[src/rtl/adj_row_fetch.sv]
// Adjacency row fetcher: issues j=0..nverts-1 lookups into the matrix cache pipeline and
// assembles the in-order isconn replies into a row mask plus degree for downstream.
module adj_row_fetch #(
    parameter int unsigned VERTS_BITS = 6,
    parameter int unsigned PROB_BITS  = 4
) (
    input  logic                          i_clk300,
    input  logic                          i_reset_n,
    input  logic                          i_cmd_valid,
    output logic                          o_cmd_ready,
    input  logic [PROB_BITS-1:0]          i_cmd_prob,
    input  logic [VERTS_BITS-1:0]         i_cmd_i,
    input  logic [VERTS_BITS-1:0]         i_cmd_nverts,
    input  logic                          i_abort,
    output logic                          o_matrix_req,
    output logic [PROB_BITS-1:0]          o_matrix_prob,
    output logic [VERTS_BITS-1:0]         o_matrix_i,
    output logic [VERTS_BITS-1:0]         o_matrix_j,
    output logic [VERTS_BITS-1:0]         o_matrix_nverts,
    output logic                          o_matrix_squash,
    output logic                          o_cache_clear,
    input  logic                          i_matrix_valid,
    input  logic                          i_matrix_isconn,
    input  logic                          i_matrix_stalled,
    output logic                          o_row_valid,
    input  logic                          i_row_ready,
    output logic [(2**VERTS_BITS)-1:0]    o_row_mask,
    output logic [VERTS_BITS:0]           o_row_degree
);

    localparam int unsigned MAX_V = 2 ** VERTS_BITS;
    localparam int unsigned CW    = VERTS_BITS + 1;

    localparam logic [2:0] S_IDLE  = 3'd0;
    localparam logic [2:0] S_CLEAR = 3'd1;
    localparam logic [2:0] S_ISSUE = 3'd2;
    localparam logic [2:0] S_DRAIN = 3'd3;
    localparam logic [2:0] S_DONE  = 3'd4;

    logic [2:0]            state;
    logic [2:0]            state_nxt;
    logic                  prob_known;
    logic [PROB_BITS-1:0]  last_prob;
    logic [PROB_BITS-1:0]  prob_q;
    logic [VERTS_BITS-1:0] i_q;
    logic [VERTS_BITS-1:0] nverts_q;
    logic [CW-1:0]         nverts_ext;
    logic [CW-1:0]         req_j;
    logic [CW-1:0]         resp_cnt;
    logic [MAX_V-1:0]      mask;
    logic [CW-1:0]         degree;

    logic abort_act;
    logic busy;
    logic req_acc;
    logic clear_acc;
    logic reply_acc;
    logic last_req;
    logic cmd_acc;
    logic new_prob;

    assign nverts_ext = {1'b0, nverts_q};

    // State register
    always_ff @(posedge i_clk300) begin
        if (!i_reset_n) begin
            state <= S_IDLE;
        end else begin
            state <= state_nxt;
        end
    end

    // Next state and handshake decode; abort overrides pipeline-facing strobes in the same cycle
    always_comb begin
        state_nxt       = state;
        busy            = (state == S_CLEAR) || (state == S_ISSUE) || (state == S_DRAIN);
        abort_act       = i_abort && busy;
        o_matrix_req    = (state == S_ISSUE) && !i_abort;
        o_cache_clear   = (state == S_CLEAR) && !i_abort;
        o_matrix_squash = abort_act;
        req_acc         = o_matrix_req && !i_matrix_stalled;
        clear_acc       = o_cache_clear && !i_matrix_stalled;
        reply_acc       = i_matrix_valid && !i_abort && (resp_cnt < nverts_ext)
                          && ((state == S_ISSUE) || (state == S_DRAIN));
        last_req        = (req_j + CW'(1)) == nverts_ext;
        cmd_acc         = (state == S_IDLE) && i_cmd_valid;
        new_prob        = !prob_known || (i_cmd_prob != last_prob);

        case (state)
            S_IDLE: begin
                if (cmd_acc) begin
                    if (new_prob) begin
                        state_nxt = S_CLEAR;
                    end else if (i_cmd_nverts == '0) begin
                        state_nxt = S_DONE;
                    end else begin
                        state_nxt = S_ISSUE;
                    end
                end
            end
            S_CLEAR: begin
                if (abort_act) begin
                    state_nxt = S_IDLE;
                end else if (clear_acc) begin
                    state_nxt = (nverts_q == '0) ? S_DONE : S_ISSUE;
                end
            end
            S_ISSUE: begin
                if (abort_act) begin
                    state_nxt = S_IDLE;
                end else if (req_acc && last_req) begin
                    state_nxt = S_DRAIN;
                end
            end
            S_DRAIN: begin
                if (abort_act) begin
                    state_nxt = S_IDLE;
                end else if (resp_cnt == nverts_ext) begin
                    state_nxt = S_DONE;
                end
            end
            S_DONE: begin
                if (i_row_ready) begin
                    state_nxt = S_IDLE;
                end
            end
            default: state_nxt = S_IDLE;
        endcase
    end

    // Command registers, request/reply counters and row accumulation
    always_ff @(posedge i_clk300) begin
        if (!i_reset_n) begin
            prob_known <= 1'b0;
            last_prob  <= '0;
            prob_q     <= '0;
            i_q        <= '0;
            nverts_q   <= '0;
            req_j      <= '0;
            resp_cnt   <= '0;
            mask       <= '0;
            degree     <= '0;
        end else begin
            if (cmd_acc) begin
                prob_q   <= i_cmd_prob;
                i_q      <= i_cmd_i;
                nverts_q <= i_cmd_nverts;
                req_j    <= '0;
                resp_cnt <= '0;
                mask     <= '0;
                degree   <= '0;
            end
            if (clear_acc) begin
                last_prob  <= prob_q;
                prob_known <= 1'b1;
            end
            if (req_acc) begin
                req_j <= req_j + CW'(1);
            end
            if (reply_acc) begin
                mask[resp_cnt[VERTS_BITS-1:0]] <= i_matrix_isconn;
                degree                         <= degree + CW'(i_matrix_isconn);
                resp_cnt                       <= resp_cnt + CW'(1);
            end
        end
    end

    assign o_cmd_ready     = (state == S_IDLE);
    assign o_row_valid     = (state == S_DONE);
    assign o_matrix_prob   = prob_q;
    assign o_matrix_i      = i_q;
    assign o_matrix_j      = req_j[VERTS_BITS-1:0];
    assign o_matrix_nverts = nverts_q;
    assign o_row_mask      = mask;
    assign o_row_degree    = degree;

endmodule

[config.mk]
export PLATFORM = sky130hd
export DESIGN_NAME = adj_row_fetch
export DESIGN_NICKNAME = d
export VERILOG_FILES = /design/src/rtl/adj_row_fetch.sv
export SDC_FILE = /design/constraint.sdc
export NUM_CORES = 1
export LEC_CHECK = 0
export ABC_AREA = 1
export CAP_MARGIN = 10
export CORE_AREA = 2 2 129 131
export CTS_CLUSTER_DIAMETER = 40
export DETAILED_ROUTE_END_ITERATION = 16
export DIE_AREA = 0 0 131 133
export PLACE_DENSITY_LB_ADDON = 0.3
export SLEW_MARGIN = 0
export SYNTH_ARGS = -nofsm -noshare
export SYNTH_HDL_FRONTEND = slang
export SYNTH_SLANG_ARGS = --single-unit
[constraint.sdc]
create_clock -name i_clk300 -period 5.5 [get_ports i_clk300]
set_clock_uncertainty 0.2 [all_clocks]
set_input_delay 1.1 -clock i_clk300 [delete_from_list [all_inputs] [get_ports i_clk300]]
set_output_delay 1.1 -clock i_clk300 [all_outputs]
set_load 0.02 [all_outputs]
==> results by group <==
Clocking
  – Number of sinks driven by the clock tree: 109
  – Number of buffers created by CTS: 9
  – CTS tree: yes
  – Max Root-Sink Buffers: 2
  – Setup fix buffers added after clock tree synthesis: 0
  – CTS Root Buffer Type: sky130_fd_sc_hd__clkbuf_16
  – Latest clock arrival within the worst-skew pair: 0.36 ns
  – Hold-fix buffers, CTS: 0
  – Clock H-tree levels: 3
  – Clock Pin Slew Worst Setup and Hold Paths: 0.07 ns
  – Post-CTS Resized: 0

Pwr
  – IR Drop Worst-Case VDD: around 0.21 mV
  – Cell Pwr Density: 315.5 nW/µm²
  – Leakage: roughly 2.7 nW

Route
  – Average vias per placed instance: between 5 and 6
  – Routed vias: 6580
  – Number of iterations in the first detailed-routing pass: 5
  – Wire per inst: 14.14 µm
  – Wire length after detailed routing: about 18000 µm
  – Detail Route Antenna Nets: 0
  – DRC Markers: 0
  – Violation count after the first detailed-route iteration: about 460

Synth
  – Area contributors post-synth: sky130_fd_sc_hd__dfxtp_1 (35%), sky130_fd_sc_hd__nand2_1 (15%), sky130_fd_sc_hd__nand3_1 (12%), sky130_fd_sc_hd__a21oi_1 (8.6%), sky130_fd_sc_hd__o21ai_0 (6.5%)
  – List of most frequent post-synthesis cells: sky130_fd_sc_hd__nand2_1 (258), sky130_fd_sc_hd__nand3_1 (150), sky130_fd_sc_hd__dfxtp_1 (109)
  – Number of different library cells in the post-synthesis netlist: 39
  – Most repeated cell in the gate-level netlist after synthesis: sky130_fd_sc_hd__nand2_1
  – Average cell area after synthesis: 6.326 µm²
  – Synthesized cell area: 6262 µm²
  – Post-synth top area share: 34.85%
  – Number of enable flip-flop cells after synthesis: 0
  – Cell taking the most area after synthesis: sky130_fd_sc_hd__dfxtp_1
  – Main flop type after synthesis: sky130_fd_sc_hd__dfxtp_1
  – Total nets after synthesis: about 1000
  – Yosys synthesis warning count: 0
  – Instance count of the mapped netlist: 990
  – Seq/Total Area, Yosys: 34.85%
  – Synth Register Bits: 109
  – Fraction of registers with async set or reset after synthesis: 0%

Placement
  – Gp weighted congestion: between 0.8 and 0.9
  – Port Buf Inserts: approximately 120
  – HPWL after detailed placement: 11870 µm

Cells and area
  – Multi-input combinational cell area: ~3500 µm²
  – Number of filler instances in the final layout: around 1700
  – Fraction of final layout cells with drive strength greater than 1: 4.116%
  – Antenna Diode Count: 0
  – Register area: approximately 2200 µm²
  – Final cell utilization of the core: 48.18%
  – Number of nets in the final layout: 1099
  – Layout area overhead: 24.42%

Timing
  – Count of final hold-check violations: 0
  – Tightest Pin Transition: 0.9435 ns
  – Setup Viol. Count Final: 0
  – FMAX: 0.2504 GHz
  – Post-layout min period: 3.993 ns
  – Setup TNS: 0 ns
  – Final number of max-transition violations: 0
  – Worst slew margin: 37.10%
  – Minimum hold slack: 0.2584 ns
  – RSZ-0062 raised after global routing: no
  – Final period util: 72.60%

Worst setup path
  – Critical path's slowest cell: sky130_fd_sc_hd__clkdlybuf4s50_1
  – Data arrival time of the critical path: 2.69 ns
  – Most prevalent standard cell on the critical path: sky130_fd_sc_hd__clkdlybuf4s50_1
  – Sort of element at the start of the critical path: input pin
  – CP Buf/Inv Count: 2
  – Largest stage delay, worst path: roughly 0.70 ns
  – Worst setup path category: input pin to output pin
  – Critical-path cell list: clkdlybuf4s50_1, nor4_2, clkdlybuf4s50_1
  – CP top delay family: buffers and inverters
  – Worst endpoint required time: between 4 and 5 ns
  – Top fanout value on the critical path: 5
  – Critical path capture point type: output pin

Floorplanning
  – Die X-Extent: 131 µm
  – Number of ports placed on the die boundary: 122
  – Initial cell density of the core: 38.72%
  – Core ar.: around 16000 µm²
  – Die Height: 133 µm
  – Die area: 17420 µm²
  – Number of placement rows: 47

Global routing
  – Via count of the first global-routing pass: 5720
  – Aggregate global-route resource usage: 20.77%
  – Number of antenna violations at the first check in global routing: 0
  – Largest net degree at the start of global routing: 87
  – Grt total ovfl: 0
  – Wire length of the first global-routing pass: a little under 30000 µm

Flow run
  – Max-cap violations: 0

Worst hold path
  – Hold/Removal Path Class: flop to flop

Status
  – Result of the run: completed
## kinds of logic (layout without fill, tap and decap cells)
logic type / count (synthesis) / in the layout / synth area share [%]
AOI/OAI and AO/OA: 197 / 197 / 16.08
xor gates and xnor gates: 6 / 6 / 0.8392
adders and majority gates: 10 / 10 / 1.998
buffers and inverters: 137 / 216 / 9.490
DFF: 109 / 109 / 34.85
and+or+nand+nor: 531 / 531 / 36.74
## per-stage QoR
step                total power, mW  setup slack (ns)  area (µm²)  cells
finish                        2.458             1.507        7791   1289
floorplan                     1.546             2.565        6262    990
detailed placement            1.796             1.510        7492   1274
global placement              1.793             1.550        7492   1274
global route                  2.594             1.397        7791   1289
CTS                           2.474             1.501        7791   1289
## placed cells by master (no fill, tap or decap), drive strengths merged
cell type	Yosys	routed
xnor2	4	4
o31ai	1	1
nand3	151	151
nor2	95	95
o22ai	1	1
a21o	1	1
o21ai	82	82
and3	1	1
nand2	260	260
inv	71	72
o21a	1	1
or2	2	2
xor2	2	2
nor3	10	10
clkdlybuf4s50	0	121
clkbuf	19	10
nand3b	2	2
buf	46	8
o211ai	1	1
a21oi	108	108
nor4	2	2
bufinv	0	1
clkinv	1	4
o21bai	1	1
dfxtp	109	109
a31o	1	1
ha	10	10
nand4	8	8
## worst register-to-register path, cell delays in order, from the launching register on
cell	delay, ns
sky130_fd_sc_hd__dfxtp_1	0.54
sky130_fd_sc_hd__ha_1	0.33
sky130_fd_sc_hd__a21oi_1	0.14
sky130_fd_sc_hd__o21ai_0	0.13
sky130_fd_sc_hd__nand4_1	0.18
sky130_fd_sc_hd__and3_2	0.84
sky130_fd_sc_hd__buf_4	0.40
sky130_fd_sc_hd__nand3_1	0.10
sky130_fd_sc_hd__a21oi_1	0.16
## area by class of cell
cell class,count,area share [%]
repair buffers,129,16.32
flip-flops and latches,109,28.01
well taps,220,3.533
multi-input cells,744,44.82
clock inverters,5,0.7708
clock buffers,10,3.067
inverters,72,3.485
## report_power, final
group | total, mW | internal (mW) | switching [mW]
combinational | 0.889 | 0.257 | 0.631
clock | 0.677 | 0.366 | 0.311
sequential | 0.892 | 0.838 | 0.0537
## state kept, by name, summed over array words and instances, names as in the netlist
register         cells
o_matrix_i           6
last_prob            4
o_row_degree         7
o_row_mask          64
resp_cnt             7
prob_known           1
o_matrix_prob        4
o_matrix_nverts      6
req_j                7
state                3
## worst paths after layout
kind | slack (ns) | endpoint | from | cells past startpoint
worst max register to register | 2.42 | o_row_mask[51]$_SDFF_PN0_ | resp_cnt[2]$_SDFFE_PN0P_ | 8
worst max-delay path | 1.51 | o_cache_clear | i_abort | 3
worst min-delay path | 0.26 | prob_known$_SDFFE_PN0P_ | prob_known$_SDFFE_PN0P_ | 2
worst min register to register | 0.26 | prob_known$_SDFFE_PN0P_ | prob_known$_SDFFE_PN0P_ | 2
## routing by layer
| metal | routed length (µm) | GRT usage [%] | vias up |
|---|---|---|---|
| met5 | 0 | 0 | - |
| met4 | 389 | 7.920 | 0 |
| met3 | 895 | 2.992 | 25 |
| met2 | 8363 | 31.55 | 164 |
| met1 | 8578 | 29.62 | 2974 |
| li1 | - | - | 3417 |
Note: power is estimated with default switching activity, not from simulation.
